[src/rtl/reg_write_arbiter.sv]
// Round-robin arbiter sharing one clock-enabled W-bit register among N requesters.
// Optional write counter output WR_CNT is built when ARB_STATS_EN is defined.
module reg_write_arbiter #(
   parameter int N = 4,
   parameter int W = 8
) (
   input  logic           CLK,
   input  logic           RST,
   input  logic [N-1:0]   REQ,
   input  logic [N*W-1:0] DATA_IN,
   output logic [W-1:0]   Q,
   output logic           EN_OUT,
   output logic [N-1:0]   GNT,
   output logic [N-1:0]   ACK,
   output logic           BUSY
`ifdef ARB_STATS_EN
   ,
   output logic [15:0]    WR_CNT
`endif
);

   localparam int PW = (N > 1) ? $clog2(N) : 1;

   typedef enum logic [1:0] {
      ST_IDLE  = 2'd0,
      ST_GRANT = 2'd1,
      ST_ACK   = 2'd2
   } state_t;

   state_t        state_r, state_s;
   logic [PW-1:0] ptr_r, ptr_s, win_r, win_s, pick_s;
   logic [N-1:0]  gnt_r, gnt_s, ack_r, ack_s;
   logic          en_r, en_s, busy_r, busy_s;
   logic [W-1:0]  q_r, q_s;

   function automatic logic [N-1:0] onehot(input logic [PW-1:0] idx);
      logic [N-1:0] v;
      for (int i = 0; i < N; i++) v[i] = (idx == PW'(i));
      return v;
   endfunction

   function automatic logic [PW-1:0] rr_index(input logic [PW-1:0] base, input int off);
      int s;
      s = (int'(base) + off) % N;
      return PW'(s);
   endfunction

   // Round-robin search: walk offsets from far to near so the nearest requester after ptr wins
   always_comb begin
      pick_s = ptr_r;
      for (int off = N; off >= 1; off--) begin
         if (REQ[rr_index(ptr_r, off)]) pick_s = rr_index(ptr_r, off);
      end
   end

   // Next-state and next-output logic; all outputs come from registers
   always_comb begin
      state_s = state_r;
      ptr_s   = ptr_r;
      win_s   = win_r;
      gnt_s   = gnt_r;
      ack_s   = '0;
      en_s    = 1'b0;
      busy_s  = busy_r;
      q_s     = q_r;
      case (state_r)
         ST_IDLE: begin
            if (|REQ) begin
               state_s = ST_GRANT;
               win_s   = pick_s;
               gnt_s   = onehot(pick_s);
               en_s    = 1'b1;
               busy_s  = 1'b1;
            end else begin
               gnt_s  = '0;
               busy_s = 1'b0;
            end
         end
         ST_GRANT: begin
            state_s = ST_ACK;
            ack_s   = gnt_r;
            busy_s  = 1'b1;
            for (int i = 0; i < N; i++) begin
               if (win_r == PW'(i)) q_s = DATA_IN[i*W +: W];
            end
         end
         ST_ACK: begin
            state_s = ST_IDLE;
            ptr_s   = win_r;
            gnt_s   = '0;
            busy_s  = 1'b0;
         end
         default: begin
            state_s = ST_IDLE;
            gnt_s   = '0;
            busy_s  = 1'b0;
         end
      endcase
   end

   // State and output registers; reset leaves requester 0 with first priority
   always_ff @(posedge CLK) begin
      if (RST) begin
         state_r <= ST_IDLE;
         ptr_r   <= PW'(N - 1);
         win_r   <= '0;
         gnt_r   <= '0;
         ack_r   <= '0;
         en_r    <= 1'b0;
         busy_r  <= 1'b0;
         q_r     <= '0;
      end else begin
         state_r <= state_s;
         ptr_r   <= ptr_s;
         win_r   <= win_s;
         gnt_r   <= gnt_s;
         ack_r   <= ack_s;
         en_r    <= en_s;
         busy_r  <= busy_s;
         q_r     <= q_s;
      end
   end

   assign Q      = q_r;
   assign EN_OUT = en_r;
   assign GNT    = gnt_r;
   assign ACK    = ack_r;
   assign BUSY   = busy_r;

`ifdef ARB_STATS_EN
   logic [15:0] wr_cnt_r;

   // Saturating count of completed writes
   always_ff @(posedge CLK) begin
      if (RST) begin
         wr_cnt_r <= 16'h0000;
      end else if (state_r == ST_GRANT && wr_cnt_r != 16'hFFFF) begin
         wr_cnt_r <= wr_cnt_r + 16'h0001;
      end
   end

   assign WR_CNT = wr_cnt_r;
`endif

endmodule
[config.mk]
export PLATFORM = sky130hd
export DESIGN_NAME = reg_write_arbiter
export DESIGN_NICKNAME = d
export VERILOG_FILES = /design/src/rtl/reg_write_arbiter.sv
export SDC_FILE = /design/constraint.sdc
export NUM_CORES = 1
export LEC_CHECK = 0
export BUFFER_PORTS_ARGS = -buffer_cell sky130_fd_sc_hd__buf_2
export CAP_MARGIN = 20
export CORE_MARGIN = 2
export CORE_UTILIZATION = 47
export CTS_CLUSTER_DIAMETER = 40
export CTS_CLUSTER_SIZE = 8
export DETAILED_ROUTE_END_ITERATION = 7
export PLACE_DENSITY = 0.8
export REMOVE_ABC_BUFFERS = 1
export SETUP_SLACK_MARGIN = 0.02
export SYNTH_ARGS = -nofsm -noshare
export SYNTH_HDL_FRONTEND = slang
export SYNTH_SLANG_ARGS = --single-unit
[constraint.sdc]
create_clock -name CLK -period 3.65 [get_ports CLK]
set_input_delay 0.73 -clock CLK [delete_from_list [all_inputs] [get_ports CLK]]
set_output_delay 0.73 -clock CLK [all_outputs]
set_load 0.02 [all_outputs]
==> qor.yml <==
remaining_drc_errors: 0
hold_viol: 0
cts_htree_levels: 1
r2r-end: "Q[2]"
grt_usage_pct: 19.9
final_layout_size_suffix_gt1_share_pct: 47.2
std_cell_rows: 17
postCtsSetupRepairBufs: 0
die_area_um2: 2710
yosysWarnings: 0
synthToLayoutAreaGrowth_pct: 29.8
drt_iter0_drc: 10
fp.dieH_um: 52.0
synth_top_area_share_pct: 44.3
cp-end-kind: "output port"
cp_slowest_stage_delay_ns: 0.36
fmax_mhz: 640
avgSynthCellArea_um2: 10.2
grt_pass1_wl_um: 3990
cts_buffer_depth: 2
multiInputGateArea_um2: 568
n_fill_cell: 190
status: "finished, final reports clean"
gp_congestion: 0.756
relSlewSlack_pct: 59.6
wl_per_cell_um: 13.2
worst_slew_pin_slew_ns: 0.605
cp_max_fo: 2
num_vias: 975
cts_root_buf: "clkbuf_4"
r2r_setup_slack_ns: 2.09
crit_end: "GNT[3]"
insertion_delay_ns: 0.31
crit_family: "flip-flops"
final.setup.tns_ns: 0
worstPathRequired_ns: 2.92
r2r_cells: 3
skew_ns: 0.00200
powerDensity_nw_per_um2: 405
finalPower_uw: 570
numClockSinks: 24
overflow: 0
clkTransAtPathRegs_ns: 0.12
nets: 200
cts-resized-gates: 0
grt_max_degree: 17
min_path_type: "reg -> reg"
maxSlewViolCount: 0
drt-total-wl_um: 2490
critPathLaunchType: "register"
fin_crit_ns: 1.56
portBuffers: 55
vias_per_cell: 5.16
cp_cell_sequence: "buf_2"
crit_start: "GNT[3]"
fin_area_um2: 1410
hold_buffers: 0
antenna_cells: 0
dp_hpwl_um: 2000
synth-seq-cells: 24
antenna_found_initial: 0
post_dp_cell_area_um2: 1370
cp_slowest_cell: "dfxtp_1"
io_pins: 56
ant_nets: 0
min_from: "Q[7]"
synth_flop_cell: "dfxtp_1"
synth.area.top_cells: "dfxtp_1, mux4_2, nand2_1"
crit_cells: 1
dr.pass1.iters: 3
initial_core_util_pct: 49.5
arrival_ns: 0.83
grt_pass1_vias: 954
worstSetupPathType: "reg -> out"
synth_cell_types: 29
leakage_nw: 0.653
final.period_utilization_pct: 42.8
core_region_area_um2: 2190
synth-async-reset-ratio_pct: 0
ys_seq_area_share_pct: 44.3
maxCapViolCount: 0
cts_buffers: 3
setup_viol_count_final: 0
vdd_ir_drop_max_mv: 0.282
cts_tree: "done"
synth_area_um2: 1080
rsz0062_at_grt: "false"
synthTopCellsByCount: "dfxtp_1, nand2_1, a21oi_1, mux4_2, nor2_1"
synth_edf_count: 0
die_w_um: 52.0
synthCells: 106
cp_num_buf_inv: 1
synth_most_common_cell: "dfxtp_1"
yosysTopAreaCell: "dfxtp_1"
timing.rr.start: "win_r[0]"
seqCellArea_um2: 480
[worst min-delay path, stage by stage (launching register included)]
cell and delay (ns):
dfxtp_1 0.33, nand2_1 0.05, a21oi_1 0.05
[registers in the layout, indices dropped and copies added (netlist names)]
| signal | flops |
|---|---|
| Q | 8 |
| ACK | 4 |
| GNT | 4 |
| ptr_r | 2 |
| state_r | 2 |
| win_r | 2 |
| BUSY | 1 |
| EN_OUT | 1 |
[cell type report]
cell class,instances,area share [%]
inverters,3,0.801
multi-input cells,75,40.4
flip-flops and latches,24,34.2
repair buffers,55,19.6
well taps,28,2.49
clock buffers,4,2.58
[per-layer routing]
| layer | wire length, µm | vias up | GRT usage (%) |
|---|---|---|---|
| met3 | 155 | 3 | 3.16 |
| met5 | 0 | - | 0 |
| met2 | 1310 | 31 | 36.9 |
| met4 | 22 | 0 | 8.77 |
| li1 | - | 491 | - |
| met1 | 1000 | 450 | 21.9 |
[power breakdown]
part | total [mW] | switching, mW | internal [mW]
logic | 0.132 | 0.0654 | 0.0661
registers | 0.303 | 0.0213 | 0.282
clock network | 0.136 | 0.0747 | 0.0609
total | 0.570 | 0.161 | 0.409
[cell families after synthesis]
family	synth area share, %
buffers and inverters	3.23
muxes	16.6
AOI/OAI and AO/OA	17.8
and+or+nand+nor	18.0
DFF	44.3
[per-stage QoR]
step	utilization, %	cells	setup WS [ns]	hold WS, ns
2_1_floorplan	-	102	2.00	0.494
3_3_place_gp	62.5	185	1.85	0.440
3_5_place_dp	62.5	185	1.80	0.443
4_1_cts	64.2	189	2.06	0.461
5_1_grt	64.2	189	2.00	0.481
6_report	64.2	189	2.09	0.458
[worst min-delay path by stage]
stage,end,depth (start not counted)
global route,Q[1],2
floorplan,BUSY,1
finish,Q[7],2
detailed placement,Q[1],2
global placement,Q[7],2
CTS,Q[1],2
[layout by cell type (no fill, tap or decap), types with 2 or more instances in the layout]
master     n
buf_2     55
dfxtp_1   24
nand2_1   18
a21oi_1   12
mux4_2     8
nor2_1     7
a31o_1     4
inv_1      3
clkbuf_4   3
o21bai_1   2
nor3_1     2
nand2b_1   2
a211oi_1   2
o21ai_0    2
and2_1     2
and2_2     2
No activity file was read; power rests on OpenSTA's default activity.
